===== src/rtl/alu_decode_stage.sv =====
// alu_decode_stage: single-entry ID/EX register that decodes an RV32I word
// into the ALU operation code, operand selects, immediate and control bits.
module alu_decode_stage (
  input  logic        clk,
  input  logic        rst_n,
  input  logic        in_valid,
  output logic        in_ready,
  input  logic [31:0] inst_i,
  input  logic [31:0] pc_i,
  input  logic        flush,
  output logic        out_valid,
  input  logic        out_ready,
  output logic [3:0]  alu_ctrl,
  output logic        src1_pc,
  output logic        src2_imm,
  output logic [31:0] imm,
  output logic [4:0]  rs1,
  output logic [4:0]  rs2,
  output logic [4:0]  rd,
  output logic        reg_write,
  output logic        mem_read,
  output logic        mem_write,
  output logic        illegal,
  output logic [31:0] pc_o
);

  localparam logic [6:0] OP_R     = 7'b0110011;
  localparam logic [6:0] OP_I     = 7'b0010011;
  localparam logic [6:0] OP_LUI   = 7'b0110111;
  localparam logic [6:0] OP_AUIPC = 7'b0010111;
  localparam logic [6:0] OP_LOAD  = 7'b0000011;
  localparam logic [6:0] OP_STORE = 7'b0100011;

  logic [6:0]  opcode;
  logic [2:0]  f3;
  logic [6:0]  f7;
  logic        f3_add_or_sr;

  logic [3:0]  alu_ctrl_next;
  logic        src1_pc_next;
  logic        src2_imm_next;
  logic [31:0] imm_next;
  logic        reg_write_next;
  logic        mem_read_next;
  logic        mem_write_next;
  logic        illegal_next;

  logic        out_valid_reg;
  logic        load_en;

  assign opcode       = inst_i[6:0];
  assign f3           = inst_i[14:12];
  assign f7           = inst_i[31:25];
  assign f3_add_or_sr = (f3 == 3'b000) || (f3 == 3'b101);

  assign in_ready  = !out_valid_reg || out_ready;
  assign load_en   = in_valid && in_ready && !flush;
  assign out_valid = out_valid_reg;

  // Decode the incoming word; any illegal encoding forces every control to zero.
  always_comb begin
    alu_ctrl_next  = 4'b0000;
    src1_pc_next   = 1'b0;
    src2_imm_next  = 1'b0;
    imm_next       = 32'd0;
    reg_write_next = 1'b0;
    mem_read_next  = 1'b0;
    mem_write_next = 1'b0;
    illegal_next   = 1'b0;
    case (opcode)
      OP_R: begin
        if ((f7 == 7'b0000000) || ((f7 == 7'b0100000) && f3_add_or_sr)) begin
          alu_ctrl_next  = {inst_i[30] & f3_add_or_sr, f3};
          reg_write_next = 1'b1;
        end else begin
          illegal_next = 1'b1;
        end
      end
      OP_I: begin
        // Only shifts constrain the upper bits; bit 30 selects SRA for f3=101 only.
        if (((f3 == 3'b001) && (f7 != 7'b0000000)) ||
            ((f3 == 3'b101) && (f7 != 7'b0000000) && (f7 != 7'b0100000))) begin
          illegal_next = 1'b1;
        end else begin
          alu_ctrl_next  = {(f3 == 3'b101) & inst_i[30], f3};
          src2_imm_next  = 1'b1;
          imm_next       = {{20{inst_i[31]}}, inst_i[31:20]};
          reg_write_next = 1'b1;
        end
      end
      OP_LUI: begin
        alu_ctrl_next  = 4'b1001;
        src2_imm_next  = 1'b1;
        imm_next       = {inst_i[31:12], 12'd0};
        reg_write_next = 1'b1;
      end
      OP_AUIPC: begin
        src1_pc_next   = 1'b1;
        src2_imm_next  = 1'b1;
        imm_next       = {inst_i[31:12], 12'd0};
        reg_write_next = 1'b1;
      end
      OP_LOAD: begin
        src2_imm_next  = 1'b1;
        imm_next       = {{20{inst_i[31]}}, inst_i[31:20]};
        mem_read_next  = 1'b1;
        reg_write_next = 1'b1;
      end
      OP_STORE: begin
        src2_imm_next  = 1'b1;
        imm_next       = {{20{inst_i[31]}}, inst_i[31:25], inst_i[11:7]};
        mem_write_next = 1'b1;
      end
      default: illegal_next = 1'b1;
    endcase
  end

  // Pipeline register: reset beats flush, flush beats load, consume empties the slot.
  always_ff @(posedge clk) begin
    if (!rst_n) begin
      out_valid_reg <= 1'b0;
      alu_ctrl      <= 4'b0000;
      src1_pc       <= 1'b0;
      src2_imm      <= 1'b0;
      imm           <= 32'd0;
      rs1           <= 5'd0;
      rs2           <= 5'd0;
      rd            <= 5'd0;
      reg_write     <= 1'b0;
      mem_read      <= 1'b0;
      mem_write     <= 1'b0;
      illegal       <= 1'b0;
      pc_o          <= 32'd0;
    end else if (flush) begin
      out_valid_reg <= 1'b0;
    end else if (load_en) begin
      out_valid_reg <= 1'b1;
      alu_ctrl      <= alu_ctrl_next;
      src1_pc       <= src1_pc_next;
      src2_imm      <= src2_imm_next;
      imm           <= imm_next;
      rs1           <= inst_i[19:15];
      rs2           <= inst_i[24:20];
      rd            <= inst_i[11:7];
      reg_write     <= reg_write_next;
      mem_read      <= mem_read_next;
      mem_write     <= mem_write_next;
      illegal       <= illegal_next;
      pc_o          <= pc_i;
    end else if (out_valid_reg && out_ready) begin
      out_valid_reg <= 1'b0;
    end
  end

endmodule


===== config.mk =====
export PLATFORM = sky130hd
export DESIGN_NAME = alu_decode_stage
export DESIGN_NICKNAME = d
export VERILOG_FILES = /design/src/rtl/alu_decode_stage.sv
export SDC_FILE = /design/constraint.sdc
export NUM_CORES = 1
export LEC_CHECK = 0
export BUFFER_PORTS_ARGS = -buffer_cell sky130_fd_sc_hd__buf_2
export CAP_MARGIN = 20
export CORE_MARGIN = 5
export CORE_UTILIZATION = 24
export CTS_CLUSTER_DIAMETER = 50
export CTS_CLUSTER_SIZE = 24
export DETAILED_ROUTE_END_ITERATION = 7
export HOLD_SLACK_MARGIN = 0.12
export PLACE_DENSITY = 0.5
export SKIP_CTS_REPAIR_TIMING = 1
export SYNTH_ARGS = -nofsm -noshare
export SYNTH_HDL_FRONTEND = slang
export SYNTH_SLANG_ARGS = --single-unit

===== constraint.sdc =====
create_clock -name clk -period 1.54 [get_ports clk]
set_clock_uncertainty 0.1 [all_clocks]
set_input_delay 0.077 -clock clk [delete_from_list [all_inputs] [get_ports clk]]
set_output_delay 0.077 -clock clk [all_outputs]
set_load 0.01 [all_outputs]

Yosys cells after proc, flatten, opt, wreduce, memory -nomap -nowiden
Index checks and enable logic that the tools add are counted.
Storage, ports and cells
  flip-flop bits (word level): 90
  input port bits: 69
  output and inout port bits: 91
  logic and storage cells: 66
Operators by class
  eq/ne operators: 10
  multiplexer cells: 17
  bitwise operators: 4
  reduce and logical (&&, ||, !) cells: 22
Operators by type and width (number)
  32-bit one-hot mux with 4 select lines: 1
  32-bit 2-to-1 mux: 1
  7-bit by 6-bit equality test with 1-bit output (second input constant): 4
  7-bit by 5-bit equality test with 1-bit output (second input constant): 2
  4-bit one-hot mux with 3 select lines: 1
  1-bit 2-to-1 mux: 9
  4-bit 2-to-1 mux: 2
  7-bit by 2-bit equality test with 1-bit output (second input constant): 1
  1-bit logical AND: 7
  7-bit logical NOT: 1
  7-bit by 6-bit inequality test with 1-bit output (second input constant): 1
  7-bit nonzero test: 1
  1-bit one-hot mux with 3 select lines: 2
  1-bit logical OR: 4
  2-bit OR reduction: 2
  4-bit OR reduction: 1
  3-bit by 1-bit equality test with 1-bit output (second input constant): 1
  3-bit equality test (second input constant): 1
  3-bit logical NOT: 1
  3-bit OR reduction: 1
  1-bit bitwise AND: 2
  1-bit logical NOT: 2
  1-bit inverter: 2
  1-bit one-hot mux with 2 select lines: 1
  other kinds (2): 2

Logic depth before layout (Yosys ltp)
  word-level depth: 6
  mapped depth: 7
  gate-level depth less buffers: 4

Worst setup path after synthesis
Ideal clock, no wire load.
  path type: register to register
  start point: reg out_valid_reg, in the netlist out_valid
  end point: reg imm[22]
  library setup time: 0.076 ns
  arrival: 1.299 ns
  required time: 1.364 ns
  path slack: 0.065 ns
  stages on the path, launching flop included: 7
  buffers on the path: 2
  clock period less this slack: 1.475 ns
  cell sequence: dfxtp_1 nand2b_1 buf_2 clkbuf_1 nand3_1 a2bb2oi_1 o22ai_1
On the way
  word-level cells in the longest chain between the ends: 5
RTL lines
  start, declared: RTL line 48  | logic out_valid_reg;
  start signal, assigned: RTL line 121  | out_valid_reg <= 1'b0;
  start signal, assigned: RTL line 135  | out_valid_reg <= 1'b0;
  start signal, assigned: RTL line 137  | out_valid_reg <= 1'b1;
  1-bit logical NOT: RTL line 56  | assign in_ready = !out_valid_reg || out_ready;
  1-bit logical OR: RTL line 56
  1-bit logical AND (2 in a row): RTL line 57  | assign load_en = in_valid && in_ready && !flush;
  2-bit AND reduction (no source line)
  end signal, assigned: RTL line 141  | imm <= imm_next;
  end, declared: RTL line 16  | output logic [31:0] imm,
Every way passes these cells.
A chain may end at the register's enable or synchronous reset.

Final worst setup path
  start point: in inst_i[30]
  end point: reg alu_ctrl[0]
On the way
  word-level cells in the longest chain between the ends: 6
  elaborated cells between the ends (all ways): 13
  classes of those cells: 2 x eq/ne; 3 x mux; 8 x reduce/logical
RTL lines
  start, declared: RTL line 8  | input logic [31:0] inst_i,
  7-bit nonzero test: RTL line 81, 82
  1-bit logical AND (2 in a row): RTL line 82  | ((f3 == 3'b101) && (f7 != 7'b0000000) && (f7 != 7'b0100000))) begin
  1-bit logical OR: RTL line 81  | if (((f3 == 3'b001) && (f7 != 7'b0000000)) ||
  4-bit 2-to-1 mux: RTL line 81
  4-bit one-hot mux with 3 select lines *: RTL line 70  | case (opcode)
  end signal, assigned: RTL line 138  | alu_ctrl <= alu_ctrl_next;
  end, declared: RTL line 13  | output logic [3:0] alu_ctrl,
Mark *: on every way between the ends. The rest lies on a longest branch, timed or not.

==> metrics.md <==
| Metric | Value |
|---|---|
| Filler Cell Count | `1,531` |
| Period Utilization, post-route | `96.3%` |
| Port buffer count | `159` |
| CP required | `1.68 ns` |
| Status | `complete, no violations` |
| VDD IR max | `0.000547 V` |
| Via density | `4.67` |
| R2R cell count | `3` |
| Area after DPL | `4870 µm²` |
| Commonest non-fill, non-tap cell in the layout | `buf_2` |
| Clock Pin Slew Worst Setup and Hold Paths | `0.06 ns` |
| Flop2flop setup slack | `0.12 ns` |
| Worst Tran Pin Value | `0.409 ns` |
| Startpoint class of the critical path | `input pin` |
| Final WL | `13,200 µm` |
| Post-synth EDFFs | `0` |
| # DRC | `0` |
| CP Class | `in -> reg` |
| Final Cell Area | `5820 µm²` |
| Chip height | `133 µm` |
| Max Fclk | `0.674 GHz` |
| Final net count | `721` |
| Antenna Violating Nets Remaining | `0` |
| Mapped cell area | `3640 µm²` |
| CTS tree | `done` |
| Total gr overflow | `0` |
| Clock Sinks | `90` |
| Syn. warnings | `0` |
| #FFs+latches synth | `90` |
| Most frequent cells in the layout | `159 x buf_2, 92 x nand2_1, 89 x dfxtp_1` |
| Layout cell share with drive strength beyond 1 | `35.6%` |
| Slew Viols, Final | `0` |
| Die Span X | `133 µm` |
| Antenna cells | `0` |
| Largest regs | `imm: 32 flops, pc_o: 32 flops` |
| Synth cell types | `48` |
| First-pass GRT wire length | `19,700 µm` |
| R2r startpoint | `out_valid$_SDFFE_PP0P_` |
| Worst-path maximum fanout | `4` |
| Pin count of the biggest net entering global routing | `31` |
| Antenna violations before repair | `0` |
| Maximum clock insertion buffer count | `2` |
| Pwr Density | `926 nW/µm²` |
| Worst-Skew Late Latency | `0.34 ns` |
| Avg WL per Cell | `15.6 µm` |
| Synthesized area per cell | `8.69 µm²` |
| Minimum clock period | `1.48 ns` |
| Ys async rst share | `0%` |
| Row count | `45` |
| Hold_sp | `inst_i[29]` |
| Max_cap viols | `0` |
| Ys flop type | `dfxtp_1` |
| WHS Path Cells | `4` |
| Clock root cell | `clkbuf_16` |
| Area grow syn2layout | `59.7%` |
| Via Count | `3,948` |
| Area of the core | `15,000 µm²` |
| Slew margin rel. | `72.7%` |
| WHS Endpoint | `imm[29]$_SDFFE_PN0P_` |
| R2R Path End | `out_valid$_SDFFE_PP0P_` |
| Initial Utilization | `24.2%` |
| Overall power | `5.39 mW` |
| TritonCTS Buffers | `9` |
| Vias in the first global route | `3,619` |
| Seq/Total Area, Yosys | `49.5%` |
| Lkg Pwr | `2.56 nW` |
| H-tree levels | `3` |
| Post-Synthesis Cells | `419` |
| GP Congestion | `0.915` |
| Hold Path Class | `in -> reg` |
| DPL Wire Length | `9470 µm` |
| IO Count | `160` |
| Detailed Routing Iterations Pass 1 | `4` |
| Net Count, Synth | `488` |
| Overall routing resource usage | `14.0%` |
| Die footprint | `17,700 µm²` |
| Setup crit end kind | `flop` |
| 1st-iter DRT viols | `194` |
| Arrival @ worst endpoint | `1.62 ns` |
| Hold Violations, Final | `0` |
| Setup violations, final | `0` |
-- worst max-delay path: stages --
cell and delay (ns):
buf_2 0.11, dlygate4sd3_1 0.55, buf_4 0.15, a21bo_2 0.21, a22oi_1 0.07, buf_4 0.15
o32ai_1 0.29
-- cells by family after synthesis --
group,Yosys count,synth area share (%)
AOI/OAI and AO/OA,130,24.4
xor gates and xnor gates,2,0.481
buffers and inverters,43,5.26
DFF,90,49.5
muxes,5,1.55
and+or+nand+nor,149,18.8
-- per-stage QoR --
| stage | setup slack (ns) | std cells | utilization [%] | hold slack, ns | TNS (ns) |
|---|---|---|---|---|---|
| floorplan | 0.0648 | 419 | - | 0.0498 | 0 |
| global placement | -0.0233 | 766 | 32.4 | 0.164 | -0.124 |
| detailed placement | -0.110 | 766 | 32.4 | 0.170 | -0.447 |
| CTS | -0.0535 | 782 | 34.4 | -0.200 | -0.275 |
| global route | -0.00485 | 845 | 38.7 | 0.127 | -0.00485 |
| finish | 0.0574 | 845 | 38.7 | 0.102 | 0 |
-- worst max path at each step --
stage / slack (ns) / endpoint / startpoint / cells after the start
final: 0.06 / alu_ctrl[0]$_SDFFE_PN0P_ / inst_i[30] / 7
after global routing: -0.005 / alu_ctrl[0]$_SDFFE_PN0P_ / inst_i[30] / 7
after CTS: -0.05 / in_ready / out_valid$_SDFFE_PP0P_ / 4
after detailed placement: -0.11 / alu_ctrl[0]$_SDFFE_PN0P_ / inst_i[6] / 6
after global placement: -0.02 / alu_ctrl[0]$_SDFFE_PN0P_ / inst_i[25] / 7
after floorplan: 0.06 / imm[22]$_SDFFE_PN0P_ / out_valid$_SDFFE_PP0P_ / 6
-- final cells by class --
cell class                      count  area (µm²)  area share, %
Tap cell                          188         235           4.04
Sequential cell                    90        1800           31.0
Inverter                            5        18.8          0.323
Clock buffer                       11         253           4.34
Multi-Input combinational cell    286        1670           28.7
Clock inverter                      5        52.6          0.903
Timing Repair Buffer              260        1790           30.7
-- metal layers --
layer  vias to the layer above  wire length, µm  GRT usage [%]
li1                       1965                -              -
met1                      1837             5840           17.9
met2                       133             6390           22.5
met3                        13              780           4.15
met4                         0              208           4.80
met5                         -                0              0
-- synthesized netlist by cell type (all sizes together), types with 2 or more instances --
cell / instances / area share, %
o22ai: 19 / 3.3
inv: 5 / 0.52
and2: 3 / 0.52
nor2b: 3 / 0.52
nand2b: 2 / 0.34
o31ai: 2 / 0.55
a2bb2oi: 20 / 4.8
buf: 19 / 2.8
and3: 2 / 0.34
clkbuf: 19 / 2.0
o21ai: 5 / 0.69
nand4: 3 / 0.52
a21oi: 54 / 7.5
a22oi: 2 / 0.41
and4: 2 / 0.48
dfxtp: 90 / 49
xnor2: 2 / 0.48
a22o: 7 / 1.9
or3: 3 / 0.65
nand3: 29 / 4.0
o2bb2ai: 5 / 1.2
nor2: 3 / 0.31
nand2: 94 / 9.8
a32o: 6 / 1.6
mux2: 5 / 1.5
-- where the power goes --
part	total [mW]	leakage [nW]	switching [mW]	internal (mW)
Sequential	2.43	0.731	0.0330	2.39
Combinational	0.714	1.68	0.353	0.361
Clock	2.25	0.151	0.912	1.34
Power figures use the tool's default switching activity.
